===== config.mk =====
export PLATFORM = sky130hd
export DESIGN_NAME = uart_rx_cfg
export DESIGN_NICKNAME = d
export VERILOG_FILES = /design/src/rtl/uart_rx_cfg.sv
export SDC_FILE = /design/constraint.sdc
export NUM_CORES = 1
export LEC_CHECK = 0
export CORE_MARGIN = 2
export CORE_UTILIZATION = 33
export DETAILED_ROUTE_END_ITERATION = 10
export HOLD_SLACK_MARGIN = 0.12
export PLACE_DENSITY = 0.6
export SLEW_MARGIN = 20
export SYNTH_ARGS = -nofsm -noshare
export SYNTH_HDL_FRONTEND = slang
export SYNTH_SLANG_ARGS = --single-unit

===== constraint.sdc =====
create_clock -name clk -period 3.78 [get_ports clk]
set_clock_uncertainty 0.1 [all_clocks]
set_input_delay 0.378 -clock clk [delete_from_list [all_inputs] [get_ports clk]]
set_output_delay 0.378 -clock clk [all_outputs]
set_load 0.02 [all_outputs]

===== src/rtl/uart_rx_cfg.sv =====
// Configurable UART receiver: N-times oversampling with a 3-sample majority vote,
// optional odd/even parity, 1 or 2 stop bits, separate parity/framing/break flags.
module uart_rx_cfg #(
  parameter int CLOCK_RATE = 12000000,
  parameter int BAUD_RATE  = 9600,
  parameter int OVERSAMPLE = 16,
  parameter int DATA_BITS  = 8,
  parameter int PARITY     = 0,
  parameter int STOP_BITS  = 1
) (
  input  logic                 clk,
  input  logic                 rst,
  input  logic                 rxEn,
  input  logic                 rxIn,
  output logic                 rxBusy,
  output logic                 rxDone,
  output logic [DATA_BITS-1:0] rxOut,
  output logic                 rxErr,
  output logic                 parityErr,
  output logic                 frameErr,
  output logic                 rxBreak
);
  localparam int DIV_RAW = CLOCK_RATE / (BAUD_RATE * OVERSAMPLE);
  localparam int DIV     = (DIV_RAW < 1) ? 1 : DIV_RAW;
  localparam int TW      = (DIV > 1) ? $clog2(DIV) : 1;
  localparam int SW      = $clog2(OVERSAMPLE);
  localparam int BW      = 4;

  typedef enum logic [2:0] {
    S_IDLE, S_START, S_DATA, S_PARITY, S_STOP, S_WAIT_IDLE
  } state_t;

  state_t               state, state_d;
  logic [1:0]           sync_q;
  logic                 rx_s;
  logic [TW-1:0]        tick_cnt;
  logic                 tick;
  logic [SW-1:0]        samp_cnt, idx_next, hi_cnt;
  logic                 s0_q, s1_q, maj, vote;
  logic [BW-1:0]        bit_cnt;
  logic [DATA_BITS-1:0] shift_q;
  logic                 par_bit_q, par_err_q, frm_err_q, brk_q;
  logic                 start_go, frame_end, last_data, last_stop, brk_now, par_x;

  // Idle-high line: the synchroniser resets to 1 so reset release never looks like a start bit.
  always_ff @(posedge clk or posedge rst) begin
    if (rst) sync_q <= 2'b11;
    else     sync_q <= {sync_q[0], rxIn};
  end
  assign rx_s = sync_q[1];

  assign tick     = (tick_cnt == TW'(DIV - 1));
  assign idx_next = (samp_cnt == SW'(OVERSAMPLE - 1)) ? '0 : samp_cnt + 1'b1;
  assign vote     = tick && (idx_next == SW'(OVERSAMPLE / 2 + 1));
  assign maj      = (s0_q & s1_q) | (s0_q & rx_s) | (s1_q & rx_s);
  assign last_data = (bit_cnt == BW'(DATA_BITS - 1));
  assign last_stop = (bit_cnt == BW'(STOP_BITS - 1));
  assign par_x     = (^shift_q) ^ maj;
  assign brk_now   = (shift_q == '0) && !par_bit_q && !maj;
  assign start_go  = (state == S_IDLE) && (state_d == S_START);
  assign rxBusy    = (state != S_IDLE);

  // NOTE: every output of a combinational block gets a default first; a path that
  // leaves one unassigned would infer a latch.
  always_comb begin
    state_d   = state;
    frame_end = 1'b0;
    if (!rxEn) begin
      state_d = S_IDLE;
    end else begin
      case (state)
        S_IDLE:      if (!rx_s) state_d = S_START;
        S_START:     if (vote) state_d = maj ? S_IDLE : S_DATA;
        S_DATA:      if (vote && last_data) state_d = (PARITY != 0) ? S_PARITY : S_STOP;
        S_PARITY:    if (vote) state_d = S_STOP;
        S_STOP: begin
          if (vote && last_stop) begin
            frame_end = 1'b1;
            state_d   = maj ? S_IDLE : S_WAIT_IDLE;
          end
        end
        S_WAIT_IDLE: if (tick && rx_s && hi_cnt == SW'(OVERSAMPLE - 1)) state_d = S_IDLE;
        default:     state_d = S_IDLE;
      endcase
    end
  end

  // NOTE: sequential state uses non-blocking assignments so every flop samples
  // pre-edge values regardless of statement order.
  always_ff @(posedge clk or posedge rst) begin
    if (rst) state <= S_IDLE;
    else     state <= state_d;
  end

  // Tick phase restarts at the start edge so the vote points sit mid-bit.
  always_ff @(posedge clk or posedge rst) begin
    if (rst) begin
      tick_cnt <= '0;
      samp_cnt <= '0;
      s0_q     <= 1'b1;
      s1_q     <= 1'b1;
    end else begin
      tick_cnt <= (start_go || tick) ? '0 : tick_cnt + 1'b1;
      if (start_go)  samp_cnt <= '0;
      else if (tick) samp_cnt <= idx_next;
      if (tick && idx_next == SW'(OVERSAMPLE / 2 - 1)) s0_q <= rx_s;
      if (tick && idx_next == SW'(OVERSAMPLE / 2))     s1_q <= rx_s;
    end
  end

  always_ff @(posedge clk or posedge rst) begin
    if (rst) begin
      bit_cnt   <= '0;
      shift_q   <= '0;
      par_bit_q <= 1'b0;
      par_err_q <= 1'b0;
      frm_err_q <= 1'b0;
      brk_q     <= 1'b0;
      hi_cnt    <= '0;
      rxDone    <= 1'b0;
      rxOut     <= '0;
      rxErr     <= 1'b0;
      parityErr <= 1'b0;
      frameErr  <= 1'b0;
      rxBreak   <= 1'b0;
    end else begin
      rxDone <= frame_end;
      if (start_go) begin
        bit_cnt   <= '0;
        par_bit_q <= 1'b0;
        par_err_q <= 1'b0;
        frm_err_q <= 1'b0;
        brk_q     <= 1'b0;
      end else if (vote) begin
        case (state)
          S_DATA: begin
            shift_q <= {maj, shift_q[DATA_BITS-1:1]};
            bit_cnt <= last_data ? '0 : bit_cnt + 1'b1;
          end
          S_PARITY: begin
            par_bit_q <= maj;
            par_err_q <= (PARITY == 1) ? !par_x : par_x;
          end
          S_STOP: begin
            bit_cnt <= bit_cnt + 1'b1;
            if (!maj) frm_err_q <= 1'b1;
            if (bit_cnt == '0) brk_q <= brk_now;
          end
          default: ;
        endcase
      end
      // WAIT_IDLE needs a full bit time of consecutive high ticks.
      if (state != S_WAIT_IDLE) hi_cnt <= '0;
      else if (tick)            hi_cnt <= rx_s ? hi_cnt + 1'b1 : '0;
      if (frame_end) begin
        rxOut     <= shift_q;
        parityErr <= par_err_q;
        frameErr  <= frm_err_q | !maj;
        rxErr     <= par_err_q | frm_err_q | !maj;
        rxBreak   <= (STOP_BITS == 1) ? brk_now : brk_q;
      end
    end
  end
endmodule


==> results.cfg <==
[pwr]
power_switching_uw = 241
p_leak_uw = 0.00127
peakVddDrop_v = 0.000154
seq_power_share = 0.604
combPwrFrac = 0.089
p_clk_frac = 0.307
p_per_area_nw_per_um2 = 324
switching_share = 0.250
cell_internal_pwr_uw = 721

[worst_setup_path]
crit_family = simple AND/OR/NAND/NOR gates
cp_max_fo = 10
crit_path_start_kind = register
critPathMaxStageDelay_ps = 650
cp_slowest_cell = nor4_4
required_ps = 3870
crit_arrival_ps = 2860
worstSetupPathType = reg2reg
path_cells = ha_1 -> xor2_1 -> or4_4 -> nor4_4 -> mux2_4
worstSetupEndpointType = register
worst-path-buf-inv = 0

[grt]
antenna_found_initial = 0
grt_max_degree = 51
grt_pass1_wl_mm = 8.51
grt_pass1_vias = 1815
overflow = 0
grt_use_total = 0.121

[run_status]
status = complete, no violations

[synth]
syn_nets = 262
ys_seq_area_frac = 0.480
synth-async-reset-ratio = 1.00
synth.distinct_cells = 46
syn-cell-area_um2 = 2620
synth_warnings = 0
synth-edff-count = 0
ys_dominant_reg_cell = dfrtp_1
synth_seq_cells = 50
syn_avg_cell_area_um2 = 10.7
synth_cells = 245

[sta]
rsz0062_at_grt = false
hold_slack_ps = 261
slew_violations = 0
fin_setup_tns_ps = 0
finalHoldViolCount = 0
setup_viol = 0
max_clock_freq_mhz = 362
slew_headroom = 0.448
worst-slew-pin-transition_ps = 827
layout_worst_path_cycle_share = 0.732
timing.final.ws_setup_ps = 1010
final_period_minus_worst_setup_slack_ps = 2770

[floorplanning]
fp.dieH_um = 93.0
ios = 18
die_area_um2 = 8660
fp-row-count = 32
start_util = 0.340
core_um2 = 7690
die_w_um = 93.0

[cts]
cts_inserted_buffers = 5
htree_levels = 2
post_cts_buffers = 0
clk_latency_ps = 300
clock_path_buffers = 2
cts_tree = yes
clock-sinks = 50
cts.repair.resized = 0
clkTransAtPathRegs_ps = 90
hold_buffers = 0
cts_root_buf = clkbuf_8

[routing]
via_per_inst = 5.04
drt-initial-drc-count = 150
drt-wirelength-per-cell_um = 13.0
first_pass_iters = 5
drt-total-wl_mm = 4.75
vias = 1840
drc_errors = 0
drt.antenna.violating_nets = 0

[final_layout]
areaGrowthSynthToFinish_pct = 13.6
drive_gt1_frac = 0.125
fin_util = 0.387
diodes = 0
finalNetCount = 280

[placed_design]
dp_hpwl_mm = 3.36
dp_slack_ps = 1030
io_buffers = 17
gp_congestion = 0.766

[hold_path]
worstHoldPathType = reg2reg

[job]
drv_cap = 0
cells by family (layout without fill, tap and decap cells):
family | after synthesis | after routing | synth area share
XOR/XNOR | 12 | 12 | 0.0402
adder cells (fa/ha/maj) | 14 | 14 | 0.0660
multiplexers | 26 | 26 | 0.108
flip-flops | 50 | 50 | 0.480
buffers and inverters | 29 | 47 | 0.0450
AO/OA/AOI/OAI | 23 | 23 | 0.0617
AND/OR/NAND/NOR | 91 | 91 | 0.199
power groups by stage:
stage | registers (uW) | logic [uW] | clock network, uW
CTS | 581 | 89.1 | 309
finish | 580 | 86.0 | 295
global placement | 591 | 86.6 | 0
floorplan | 583 | 69.8 | 0
global route | 584 | 99.0 | 329
detailed placement | 591 | 88.7 | 0
cell usage after synthesis, drive strengths merged, types with 3 or more instances:
cell    number  area [um^2]
nor3         4         25.0
dfrtp       46         1150
nand2       24         90.1
nor2b        3         18.8
nand4        4         25.0
xor2         7         61.3
and3         3         18.8
dfstp        4          105
xnor2        5         43.8
a21oi       10         50.1
ha          13          163
mux2i       11          110
nand3       10         50.1
or4          4         33.8
clkbuf       6         22.5
nand2b       3         18.8
inv         21         78.8
and2         3         18.8
nor4         5         46.3
mux2        15          173
nor2        13         48.8
or3          3         18.8
stage by stage:
stage,area [um^2],instances,power (uW)
floorplan,2620,245,653
global placement,2890,358,677
detailed placement,2890,358,680
CTS,2970,365,978
global route,2970,365,1010
finish,2970,365,961
flip-flops by register name (all words and copies together) (netlist names), 2 cells and up:
signal    count
tick_cnt      7
state         3
bit_cnt       4
sync_q        2
shift_q       8
rxOut         8
hi_cnt        4
samp_cnt      4
metal layers:
| metal | wire length (um) | GRT usage | vias to the layer above |
|---|---|---|---|
| met2 | 2170 | 0.193 | 40 |
| li1 | - | - | 892 |
| met5 | 0 | 0 | - |
| met4 | 81 | 0.0404 | 0 |
| met1 | 2360 | 0.169 | 899 |
| met3 | 145 | 0.0201 | 9 |
worst reg2reg max path, cell delays in order (launching register included):
cell and delay, ps:
dfrtp_1 440, ha_1 270, xor2_1 220, or4_4 640, nor4_4 650, mux2_4 350
worst paths after layout:
check                        endpoint        start  cells after the start  slack [ps]
max                        shift_q[7]  samp_cnt[0]                      5        1010
min                         sync_q[1]    sync_q[0]                      0         260
max reg2reg                shift_q[7]  samp_cnt[0]                      5        1010
min reg2reg                 sync_q[1]    sync_q[0]                      0         260
max in group asynchronous    state[1]          rst                      2        2660
min in group asynchronous   par_err_q          rst                      2         440
layout make-up:
type | count | area, um^2
Sequential cell | 50 | 1260
Tap cell | 102 | 128
Timing Repair Buffer | 19 | 185
Clock buffer | 6 | 72.6
Inverter | 21 | 80.1
Fill cell | 784 | 4720
Clock inverter | 1 | 7.51
Multi-Input combinational cell | 166 | 1240
layout by cell type, fill, tap and decap left out, types with 2 or more instances in the layout:
master	netlist	final
a211oi_1	2	2
a21oi_1	10	10
and2_1	3	3
and3_1	3	3
and4b_1	2	2
buf_4	0	2
clkbuf_8	0	5
clkdlybuf4s50_1	0	17
dfrtp_1	46	46
dfstp_2	4	4
ha_1	13	13
inv_1	21	20
mux2_2	14	14
mux2i_1	11	11
nand2_1	24	24
nand2b_1	3	3
nand3_1	10	10
nand4_1	4	4
nand4b_1	2	2
nor2_1	13	13
nor2b_1	3	3
nor3_1	3	3
nor4_1	4	4
nor4b_1	2	2
nor4bb_1	2	2
o21ai_0	2	2
o311ai_0	2	2
o31ai_1	2	2
or3_1	3	3
or4_1	3	3
xnor2_1	5	5
xor2_1	7	7
Note: power is estimated with default switching activity, not from simulation.
